<file path="src/rtl/fetch_unit.sv">
// Instruction-fetch stage: owns the PC, issues requests to a 1-cycle-latency
// instruction memory and buffers the returned instructions for decode.
module fetch_unit #(
    parameter int unsigned     PC_W     = 32,
    parameter int unsigned     INST_W   = 32,
    parameter logic [PC_W-1:0] RESET_PC = '0,
    parameter int unsigned     FQ_DEPTH = 2
) (
    input  logic              clk,
    input  logic              rst_n,
    output logic              imem_req_valid,
    output logic [PC_W-1:0]   imem_req_addr,
    input  logic              imem_resp_valid,
    input  logic [INST_W-1:0] imem_resp_data,
    input  logic              redirect_valid,
    input  logic [PC_W-1:0]   redirect_pc,
    output logic              fetch_valid,
    output logic [INST_W-1:0] fetch_inst,
    output logic [PC_W-1:0]   fetch_pc,
    input  logic              dec_ready
);

    localparam int unsigned PTR_W = (FQ_DEPTH > 1) ? $clog2(FQ_DEPTH) : 1;
    localparam int unsigned CNT_W = PTR_W + 1;
    localparam int unsigned OCC_W = CNT_W + 1;

    logic [PC_W-1:0]   pc_q, pc_d;
    logic              inflight_q, inflight_d;
    logic [PC_W-1:0]   inflight_pc_q, inflight_pc_d;
    logic [PTR_W-1:0]  head_q, head_d, tail_q, tail_d;
    logic [CNT_W-1:0]  count_q, count_d;
    logic [INST_W-1:0] fq_inst_q [FQ_DEPTH];
    logic [PC_W-1:0]   fq_pc_q   [FQ_DEPTH];

    logic             pop;
    logic             push;
    logic [OCC_W-1:0] occ;
    logic [OCC_W-1:0] lim;
    logic             unused_redirect_lsb;

    assign unused_redirect_lsb = ^redirect_pc[1:0];

    // Handshake and credit check: a request is only issued if its response is
    // guaranteed a free queue slot, so a full queue never sees a push.
    always_comb begin
        fetch_valid    = rst_n & (count_q != '0) & ~redirect_valid;
        pop            = fetch_valid & dec_ready;
        occ            = OCC_W'(count_q) + OCC_W'(inflight_q);
        lim            = OCC_W'(FQ_DEPTH) + OCC_W'(pop);
        imem_req_valid = rst_n & ~redirect_valid & (occ < lim);
        imem_req_addr  = pc_q;
        push           = rst_n & imem_resp_valid & inflight_q & ~redirect_valid;
        fetch_inst     = fetch_valid ? fq_inst_q[head_q] : '0;
        fetch_pc       = fetch_valid ? fq_pc_q[head_q]   : '0;
    end

    // Next-state: redirect flushes the queue and overrides issue, push and pop.
    always_comb begin
        pc_d          = pc_q;
        inflight_d    = 1'b0;
        inflight_pc_d = inflight_pc_q;
        head_d        = head_q;
        tail_d        = tail_q;
        count_d       = count_q;
        if (redirect_valid) begin
            pc_d    = {redirect_pc[PC_W-1:2], 2'b00};
            head_d  = '0;
            tail_d  = '0;
            count_d = '0;
        end else begin
            if (imem_req_valid) begin
                pc_d          = pc_q + PC_W'(4);
                inflight_pc_d = pc_q;
                inflight_d    = 1'b1;
            end
            if (push) begin
                tail_d = tail_q + PTR_W'(1);
            end
            if (pop) begin
                head_d = head_q + PTR_W'(1);
            end
            if (push && !pop) begin
                count_d = count_q + CNT_W'(1);
            end else if (pop && !push) begin
                count_d = count_q - CNT_W'(1);
            end
        end
    end

    always_ff @(posedge clk) begin
        if (!rst_n) begin
            pc_q          <= RESET_PC;
            inflight_q    <= 1'b0;
            inflight_pc_q <= '0;
            head_q        <= '0;
            tail_q        <= '0;
            count_q       <= '0;
        end else begin
            pc_q          <= pc_d;
            inflight_q    <= inflight_d;
            inflight_pc_q <= inflight_pc_d;
            head_q        <= head_d;
            tail_q        <= tail_d;
            count_q       <= count_d;
        end
    end

    // Queue storage needs no reset; count gates visibility.
    always_ff @(posedge clk) begin
        if (push) begin
            fq_inst_q[tail_q] <= imem_resp_data;
            fq_pc_q[tail_q]   <= inflight_pc_q;
        end
    end

endmodule

</file>
<file path="config.mk">
export PLATFORM = sky130hd
export DESIGN_NAME = fetch_unit
export DESIGN_NICKNAME = d
export VERILOG_FILES = /design/src/rtl/fetch_unit.sv
export SDC_FILE = /design/constraint.sdc
export NUM_CORES = 1
export LEC_CHECK = 0
export BUFFER_PORTS_ARGS = -buffer_cell sky130_fd_sc_hd__buf_2
export CORE_MARGIN = 2
export CORE_UTILIZATION = 35
export DETAILED_ROUTE_END_ITERATION = 6
export PLACE_DENSITY = 0.59
export RECOVER_POWER = 100
export SLEW_MARGIN = 30
export SYNTH_ARGS = -nofsm -noshare
export SYNTH_HDL_FRONTEND = slang
export SYNTH_SLANG_ARGS = --single-unit
</file>
<file path="constraint.sdc">
create_clock -name clk -period 4.3 [get_ports clk]
set_input_delay 0.215 -clock clk [delete_from_list [all_inputs] [get_ports clk]]
set_output_delay 0.215 -clock clk [all_outputs]
set_load 0.01 [all_outputs]
</file>
==> qor.txt, run 1 <==
Register Area = 5050 um^2
Vias = 5,429
Seq/Total Area, Yosys = 64.9%
Worst flop-to-flop path startpoint = count_q[0]
Synthesized area per cell = 11.9 um^2
Via/cell ratio = 4.82
Slowest stage cell on the critical path = nor3_1
Power Density = 386 nW/um^2
Synth Area in Simple Gates = 14.2%
Setup tns final = 0 ns
First-pass GRT wire length = 28,100 um
CTS root buf = clkbuf_16
Post-CTS Setup Bufs = 0
Total die area = 23,400 um^2
Total global routing track utilization = 15.2%
Mux contribution to synthesized area = 8.26%
Final hold slack = 0.0583 ns
Critical path fanouts, max = 17
RSZ-0062 raised after global routing = false
Post-Synthesis Cells = 655
Placer Congestion = 0.781
Top_reg_cell synth = edfxtp_1
Fill cells = 2,130
Post_cts resized = 0
Design area = 9600 um^2
CTS tree = built
Antenna violations before repair = 0
Max Cap Viol = 0
Post-synth ARST share = 0%
Placed cell area = 8880 um^2
Synth Area in Compound Gates = 6.68%
Status = finished clean
CP endpoint kind = flip-flop
Most Frequent Cell on Critical Path = ha_1
Vias in the first global route = 5,148
Post-Layout Cell Count = 1,126
Worst path cell trace = ha_1, ha_1, clkbuf_1, or4b_1, nor3_1, a21oi_1, o221a_2
Remaining antenna violation count = 0
Die Y = 153 um
Antenna diodes = 0
1st-iter DRT viols = 288
Maximum VDD drop = 0.227 mV
EDFF count, synth = 124
FF+latch count, synth = 190
Per-cell routed wire length = 15.8 um
Worst Reg-to-Reg Cells = 7
Worst r2r dst = imem_req_addr[23]
Num Clock Sinks = 190
Nets = 906
Fin crit period = 3.29 ns
Slew headroom = 15.6%
Layout area overhead = 23.6%
Leak pwr = 3.15 nW
DP HPWL = 11,600 um
Worst slew pin tran = 1.27 ns
Remaining Overflow, GRT = 0
Clock latency at the later pin of the worst-skew pair = 0.42 ns
Hold Vio Cnt, Final = 0
Fmax = 304 MHz
Min-delay src = redirect_pc[29]
Largest net degree at the start of global routing = 64
Chip Width = 153 um
Post-Synth Adder-Cell Area = 0.644%
Hold Path Class = input port to flip-flop
Layout Skew = 0.00888 ns
Largest family of logic cells by synthesized area = simple AND/OR/NAND/NOR gates
CTS max path bufs = 2
Yosys warning count = 0
Max incr delay on CP = 0.90 ns
Core area = 21,800 um^2
Hold_buf cts = 32
Final setup fails = 0
Num rows = 54
Total CTS buffers = 17
Hold path cells = 3
Synth cell types = 52
First-pass DRT Iterations = 4
Synth Area in XOR/XNOR = 2.26%
Setup CP Type = flip-flop to flip-flop
Cells after DPL = 1,062
# port buffers = 160
I/O pins = 167
Residual DRC = 0
Slew Viols, Final = 0
Crit start category = flip-flop
Reg clk slew, reported paths = 0.07 ns
Layout cell share with drive strength beyond 1 = 11.3%
Post-Synthesis Cell Area = 7770 um^2
Initial Utilization = 35.6%
Routed wire length = 17,700 um
WP data required = 4.61 ns
Final total power = 3.71 mW
Final Cycle Share = 76.6%
H-tree levels = 4
Setup slack, reg-to-reg = 1.01 ns
Area occupied by multi-input gates = 2500 um^2
Worst Path Arrival = 3.61 ns
Worst Hold Endpoint = imem_req_addr[29]
-- cells in the final DEF, fill, tap and decap left out, types with 5 or more instances in the layout --
| cell type | count |
|---|---|
| nand3_1 | 20 |
| o21ai_0 | 22 |
| nor4_1 | 13 |
| nor3_1 | 6 |
| mux2i_1 | 63 |
| and4_1 | 7 |
| nor2_1 | 74 |
| nand2_1 | 76 |
| edfxtp_1 | 124 |
| a211oi_1 | 5 |
| and3_1 | 8 |
| a21oi_1 | 46 |
| buf_2 | 46 |
| dfxtp_1 | 65 |
| dlygate4sd3_1 | 32 |
| xor2_1 | 6 |
| nand4_1 | 7 |
| inv_1 | 8 |
| xnor2_1 | 14 |
| clkbuf_16 | 19 |
| clkbuf_1 | 115 |
-- Yosys cell counts, types with 2 or more instances --
library cell	number	share of area, %
edfxtp_1	124	48
nand2_1	76	3.7
nor2_1	75	3.6
dfxtp_1	66	17
mux2i_1	63	8.1
a21oi_1	46	3.0
clkbuf_1	36	1.7
o21ai_0	22	1.4
nand3_1	20	1.3
xnor2_1	14	1.6
nor4_1	13	1.0
and3_1	8	0.64
inv_1	8	0.39
and4_1	7	0.79
nand4_1	7	0.56
xor2_1	6	0.68
a211oi_1	5	0.48
and2_1	5	0.40
nor3_1	5	0.32
a31oi_1	4	0.32
buf_4	4	0.39
ha_1	4	0.64
buf_2	3	0.19
a311oi_1	2	0.23
nand2b_1	2	0.16
nor2b_1	2	0.16
nor3b_1	2	0.19
or4_4	2	0.29
-- power by group --
part	switching (mW)	internal, mW	leakage [nW]
combinational	0.102	0.0824	1.16
sequential	0.0434	1.97	1.70
clock	0.691	0.819	0.284
-- registers in the layout, indices dropped and copies added (netlist names), named ones only --
name           cells
fq_pc_q           60
inflight_pc_q     30
fq_inst_q         64
imem_req_addr     30
head_q             1
inflight_q         1
tail_q             1
count_q            2
-- area by class of cell --
type	instances	share of cell area (%)
clock buffer	19	4.95
clock inverter	13	1.00
sequential	190	52.6
tap	280	3.65
multi-input combinational	414	26.1
timing repair buffer	201	11.4
inverter	9	0.365
-- through the flow --
| stage | util, % | setup slack (ns) |
|---|---|---|
| after CTS | 44.8 | 1.38 |
| after global routing | 44.0 | 0.854 |
| after floorplan | - | 0.514 |
| after global placement | 40.5 | 1.41 |
| final | 44.0 | 1.01 |
| after detailed placement | 40.7 | 1.34 |
-- worst max path at each step --
stage | from | end | slack, ns | depth (start not counted)
detailed placement | rst_n | fq_inst_q[1][29] | 1.34 | 6
CTS | count_q[0] | imem_req_valid | 1.38 | 7
floorplan | rst_n | fq_inst_q[0][0] | 0.51 | 4
global route | count_q[0] | imem_req_addr[23] | 0.85 | 7
global placement | rst_n | fq_inst_q[1][24] | 1.41 | 6
finish | count_q[0] | imem_req_addr[23] | 1.01 | 7
-- logic make-up after synthesis --
group	Yosys count
AOI/OAI and AO/OA	90
xor gates and xnor gates	20
adders and majority gates	4
buffers and inverters	54
DFF	190
muxes	64
other	1
and+or+nand+nor	232
-- worst max-delay path: cells and delay by family (launching register included) --
family,cells,cell delay [ns]
flops,1,0.39
fa+ha+maj,2,0.40
compound gates,2,0.45
buf+inv,1,0.31
simple gates,2,1.65
-- metal layers --
layer	wire length [um]	up-vias	share of wire [%]	GRT usage, %
li1	-	2707	-	-
met1	8470	2564	48	20.7
met2	8300	143	47	24.5
met3	750	15	4.2	3.09
met4	228	0	1.3	4.67
met5	0	-	0	0
Power figures use the tool's default switching activity.
==> run 2: changes to the inputs <==
--- a/config.mk
+++ b/config.mk
@@ -9,7 +9,7 @@
 export CORE_MARGIN = 2
 export CORE_UTILIZATION = 35
 export DETAILED_ROUTE_END_ITERATION = 6
-export PLACE_DENSITY = 0.59
+export PLACE_DENSITY = 0.61
 export RECOVER_POWER = 100
 export SLEW_MARGIN = 30
 export SYNTH_ARGS = -nofsm -noshare
==> constraint.sdc (replaced) <==
create_clock -name clk -period 2.85 [get_ports clk]
set_input_delay 0.1425 -clock clk [delete_from_list [all_inputs] [get_ports clk]]
set_output_delay 0.1425 -clock clk [all_outputs]
set_load 0.01 [all_outputs]
==> run 2 against run 1 <==
Compared with the run above:
- worst hold slack lost 0.044 ns
- fmax grew 27%
- sequential power grew 51%
- final cell count grew 2.4%
- via count grew 3.4%
- combinational power grew 63%
- core utilization grew 0.95 points
- non-clock buffer count grew 27
- worst setup slack lost 0.74 ns
- count of clock-buffer cells in the layout shrank 2
==> qor.txt, run 2 (same netlist as run 1, synthesis figures left out) <==
Status = finished clean
CP delay by family, top = buffers and inverters
Max Cap Viol = 0 (unchanged)
Biggest register = fq_inst_q
Placed cell area = 8940 um^2 (+0.70%)
First-pass GRT wire length = 28,500 um (+1.4%)
Worst path cell trace = ha_1, nand2b_1, o21ai_1, nand3_1, buf_4, inv_1, clkbuf_1, nand2_1, a21oi_1
Total die area = 23,400 um^2 (unchanged)
WL met1 = 8500 um (+0.34%)
Worst Path Arrival = 2.94 ns (-0.67 ns)
Seq pwr share = 52.6% (-1.7 points)
Largest net degree at the start of global routing = 63 (-1.6%)
Die Y = 153 um (unchanged)
Remaining Overflow, GRT = 0 (unchanged)
Critical path fanouts, max = 20 (+3)
Maximum VDD drop = 0.357 mV (+57%)
Clock latency at the later pin of the worst-skew pair = 0.43 ns (about the same)
Fmax = 387 MHz (+27%)
Comb power frac = 5.2% (+0.2 points)
Slowest stage cell on the critical path = clkbuf_1
Total global routing track utilization = 15.6% (+0.36 points)
First-pass DRT Iterations = 5 (+1)
Switch share = 22.0% (-0.51 points)
Worst slew pin tran = 1.27 ns (+0.00722 ns)
Hold Path Class = input port to flip-flop
Biggest regs = fq_inst_q: 64 flops, fq_pc_q: 60 flops
Final worst setup slack = 0.264 ns (-0.743 ns)
Crit start category = flip-flop
Design area = 9810 um^2 (+2.2%)
Wire length on met2 = 8770 um (+5.6%)
Hold Vio Cnt, Final = 0 (unchanged)
Post-place setup slack = 0.521 ns (-0.816 ns)
Routed wl met3 = 825 um (+10%)
CTS root buf = clkbuf_16
P_sw = 1.27 mW (+52%)
Total CTS buffers = 17 (unchanged)
Via/cell ratio = 4.87 (+0.95%)
Leak pwr = 3.24 nW (+2.9%)
Reg clk slew, reported paths = 0.07 ns (about the same)
Slew Viols, Final = 0 (unchanged)
RSZ-0062 raised after global routing = false
Core area = 21,800 um^2 (unchanged)
Commonest non-fill, non-tap cell in the layout = edfxtp_1
Fin crit period = 2.59 ns (-0.707 ns)
Initial Utilization = 35.6% (unchanged)
Power Density = 590 nW/um^2 (+53%)
Placer Congestion = 0.808 (+3.5%)
CTS max path bufs = 2 (unchanged)
Chip Width = 153 um (unchanged)
DP HPWL = 12,100 um (+4.0%)
Remaining antenna violation count = 0 (unchanged)
Largest register FFs = 64 (unchanged)
Per-cell routed wire length = 15.9 um (+1.1%)
Setup tns final = 0 ns (unchanged)
Routed wire length = 18,400 um (+3.5%)
CTS tree = built
CP endpoint kind = flip-flop
Slew headroom = 15.2% (-0.48 points)
Pint = 4.51 mW (+57%)
Layout cell share with drive strength beyond 1 = 11.0% (-0.35 points)
I/O pins = 167 (unchanged)
Final setup fails = 0 (unchanged)
Residual DRC = 0 (unchanged)
Num rows = 54 (unchanged)
WP data required = 3.20 ns (-1.41 ns)
Vias = 5,612 (+3.4%)
Top Metal Used = met4
Clock share of power = 42.2% (+1.5 points)
Commonest non-fill, non-tap cells in the layout = 124 x edfxtp_1, 121 x clkbuf_1, 76 x nand2_1, 75 x nor2_1, 65 x dfxtp_1
Num Clock Sinks = 190 (unchanged)
1st-iter DRT viols = 286 (-0.69%)
H-tree levels = 4 (unchanged)
Layout area overhead = 26.2%
Nets = 933 (+3.0%)
Final hold slack = 0.0146 ns (-0.0437 ns)
# port buffers = 160 (unchanged)
CP bufs+invs = 3 (+2)
Layout Skew = 0.0173 ns (+0.00838 ns)
Setup CP Type = flip-flop to flip-flop
Vias in the first global route = 5,273 (+2.4%)
Max incr delay on CP = 0.62 ns (-0.28 ns)
Final Cycle Share = 90.7% (+14 points)
Antenna diodes = 0 (unchanged)
Antenna violations before repair = 0 (unchanged)
run 2: worst reg2reg max path, cell delays in order (launching register included):
cell and delay (ns):
dfxtp_1 0.43, ha_1 0.26, nand2b_1 0.15, o21ai_1 0.22, nand3_1 0.18, buf_4 0.25
inv_1 0.09, clkbuf_1 0.62, nand2_1 0.15, a21oi_1 0.15
run 2: path summary, 6_finish.rpt:
| check | start | end | slack, ns | depth (start not counted) |
|---|---|---|---|---|
| hold / removal | redirect_pc[9] | imem_req_addr[9] | 0.01 | 3 |
| hold reg to reg | inflight_pc_q[11] | fq_pc_q[0][11] | 0.45 | 0 |
| setup reg to reg | count_q[0] | inflight_pc_q[10] | 0.26 | 9 |
| setup / recovery | count_q[0] | inflight_pc_q[10] | 0.26 | 9 |
run 2: power by group through the flow:
stage / clock network, mW / logic [mW] / registers (mW)
2_1_floorplan: 0 / 0.129 / 3.09
3_3_place_gp: 0 / 0.259 / 3.10
3_5_place_dp: 0 / 0.265 / 3.10
4_1_cts: 2.50 / 0.318 / 3.04
5_1_grt: 2.59 / 0.332 / 3.05
6_report: 2.44 / 0.301 / 3.04
run 2: stage by stage:
stage	utilization (%)	instances	power, mW
2_1_floorplan	-	658	3.22
3_3_place_gp	41.0	1072	3.36
3_5_place_dp	41.0	1072	3.36
4_1_cts	46.0	1153	5.85
5_1_grt	44.9	1153	5.97
6_report	44.9	1153	5.78
run 2: what timing repair did:
item,in CTS,in global routing
resized for setup,0,1
hold buffers,49,0
setup buffers,0,0
endpoints found under the setup margin,0,1
hold endpoints to repair,81,0
run 2: metal layers:
layer / vias up / track usage, %
met5: - / 0
met4: 0 / 4.89
met3: 14 / 3.52
met2: 156 / 25.4
met1: 2669 / 20.7
li1: 2773 / -
run 2: area by class of cell:
| cell class | instances | area [um^2] |
|---|---|---|
| flip-flops and latches | 190 | 5050 |
| fillers | 2122 | 12000 |
| inverters | 9 | 33.8 |
| multi-input cells | 414 | 2490 |
| clock inverters | 15 | 185 |
| well taps | 280 | 350 |
| clock buffers | 17 | 425 |
| repair buffers | 228 | 1270 |
==> run 3: changes to the inputs <==
==> constraint.sdc (replaced) <==
create_clock -name clk -period 2.85 [get_ports clk]
set_input_delay 0.7125 -clock clk [delete_from_list [all_inputs] [get_ports clk]]
set_output_delay 0.7125 -clock clk [all_outputs]
set_load 0.01 [all_outputs]
==> run 3 against run 2 <==
Compared with the run above:
- combinational power shrank 16%
- final cell count shrank 4.0%
- sequential power is essentially flat
- critical endpoint is now fetch_pc[4]
- highest routed layer unchanged
==> qor.txt, run 3 (same netlist as run 1, synthesis figures left out) <==
Layout Skew = 0.0126 ns (-0.00466 ns)
First-pass DRT Iterations = 4 (-1)
Slowest stage cell on the critical path = nor2b_1
Layout cell share with drive strength beyond 1 = 15.5% (+4.5 points)
Final Cycle Share = 94.5% (+3.8 points)
Leak pwr = 3.17 nW (-2.3%)
Commonest non-fill, non-tap cells in the layout = 124 x edfxtp_1, 96 x clkbuf_1, 76 x nand2_1, 75 x nor2_1, 64 x dfxtp_1
Final setup fails = 0 (unchanged)
Fin crit period = 2.69 ns (+0.108 ns)
CP endpoint kind = primary output
Biggest register = fq_inst_q
Layout area overhead = 21.2%
Per-cell routed wire length = 16.1 um (+1.4%)
Num Clock Sinks = 190 (unchanged)
Initial Utilization = 35.6% (unchanged)
Core area = 21,800 um^2 (unchanged)
Fmax = 371 MHz (-4.0%)
Routed wire length = 17,900 um (-2.7%)
Antenna violations before repair = 0 (unchanged)
CTS max path bufs = 2 (unchanged)
DP HPWL = 12,500 um (+3.2%)
Vias in the first global route = 5,254 (-0.36%)
Chip Width = 153 um (unchanged)
Total die area = 23,400 um^2 (unchanged)
H-tree levels = 4 (unchanged)
CTS root buf = clkbuf_16
Largest net degree at the start of global routing = 55 (-13%)
Setup tns final = 0 ns (unchanged)
Largest register FFs = 64 (unchanged)
Setup CP Type = input port to primary output
WP data required = 2.14 ns (-1.06 ns)
Biggest regs = fq_inst_q: 64 flops, fq_pc_q: 60 flops
Hold Path Class = flip-flop to flip-flop
Hold_buf cts = 0 (-100%)
Status = finished clean
Num rows = 54 (unchanged)
Via/cell ratio = 4.90 (+0.70%)
Power Density = 590 nW/um^2 (+0.13%)
Max incr delay on CP = 0.33 ns (-0.29 ns)
Post-Layout Cell Count = 1,107 (-4.0%)
Residual DRC = 0 (unchanged)
Clock latency at the later pin of the worst-skew pair = 0.43 ns (about the same)
Remaining antenna violation count = 0 (unchanged)
Antenna diodes = 0 (unchanged)
Post-CTS Setup Bufs = 0 (unchanged)
Vias = 5,426 (-3.3%)
Placer Congestion = 0.778 (-3.7%)
I/O pins = 167 (unchanged)
CP delay by family, top = buffers and inverters
Remaining Overflow, GRT = 0 (unchanged)
CTS tree = built
Total CTS buffers = 17 (unchanged)
Slew headroom = 44.4% (+29 points)
Worst slew pin tran = 0.835 ns (-0.438 ns)
First-pass GRT wire length = 28,400 um (-0.61%)
Maximum VDD drop = 0.374 mV (+4.9%)
RSZ-0062 raised after global routing = false
Max Cap Viol = 0 (unchanged)
Die Y = 153 um (unchanged)
Crit start category = input port
Worst Path Arrival = 1.98 ns (-0.96 ns)
Commonest non-fill, non-tap cell in the layout = edfxtp_1
Worst path cell trace = buf_2, nor2b_1, o21ai_4, buf_6, nor2_1, clkbuf_1
Total global routing track utilization = 15.4% (-0.12 points)
1st-iter DRT viols = 265 (-7.3%)
Setup slack, reg-to-reg = 0.31 ns (+0.05 ns)
Hold Vio Cnt, Final = 0 (unchanged)
Slew Viols, Final = 0 (unchanged)
Reg clk slew, reported paths = 0.06 ns (about the same)
# port buffers = 160 (unchanged)
Nets = 887 (-4.9%)
Critical path fanouts, max = 23 (+15%)
CP bufs+invs = 3 (unchanged)
Cells after DPL = 1,075 (+0.28%)
## run 3: final cells by class
| cell class | count | area, um^2 |
|---|---|---|
| clock buffers | 25 | 528 |
| clock inverters | 7 | 48.8 |
| fillers | 2122 | 12400 |
| inverters | 9 | 33.8 |
| multi-input cells | 414 | 2500 |
| flip-flops and latches | 190 | 5050 |
| well taps | 280 | 350 |
| repair buffers | 182 | 902 |
## run 3: path summary, 6_finish.rpt
path                     start                 to  cells after the start
max                      rst_n        fetch_pc[4]                      6
min          inflight_pc_q[21]     fq_pc_q[0][21]                      0
max reg2reg         count_q[0]  imem_req_addr[23]                      6
min reg2reg  inflight_pc_q[21]     fq_pc_q[0][21]                      0
## run 3: repair_timing
item                                    4_1_cts  5_1_grt
endpoints found under the setup margin        1        1
resized for setup                             1        2
cloned                                        0        0
## run 3: layer usage
metal | wire length, um | track usage [%]
met1 | 8030 | 19.9
met2 | 8690 | 25.8
met3 | 838 | 3.01
met4 | 313 | 5.95
met5 | 0 | 0
## run 3: per-stage QoR
stage / hold slack, ns / power [mW] / cell area [um^2] / worst slack, ns / util (%)
after floorplan: 0.425 / 3.22 / 7790 / 0.262 / -
after global placement: 0.434 / 3.36 / 9010 / 0.129 / 41.3
after detailed placement: 0.440 / 3.37 / 9010 / 0.142 / 41.3
after CTS: 0.446 / 5.65 / 9590 / 0.0867 / 43.9
after global routing: 0.455 / 5.78 / 9420 / 0.0185 / 43.1
final: 0.447 / 5.56 / 9420 / 0.156 / 43.1
## run 3: power breakdown
| part | leakage, nW | switching (mW) | total (mW) | internal [mW] |
|---|---|---|---|---|
| clock | 0.289 | 0.971 | 2.27 | 1.30 |
| combinational | 1.18 | 0.152 | 0.253 | 0.101 |
| sequential | 1.70 | 0.0653 | 3.04 | 2.97 |
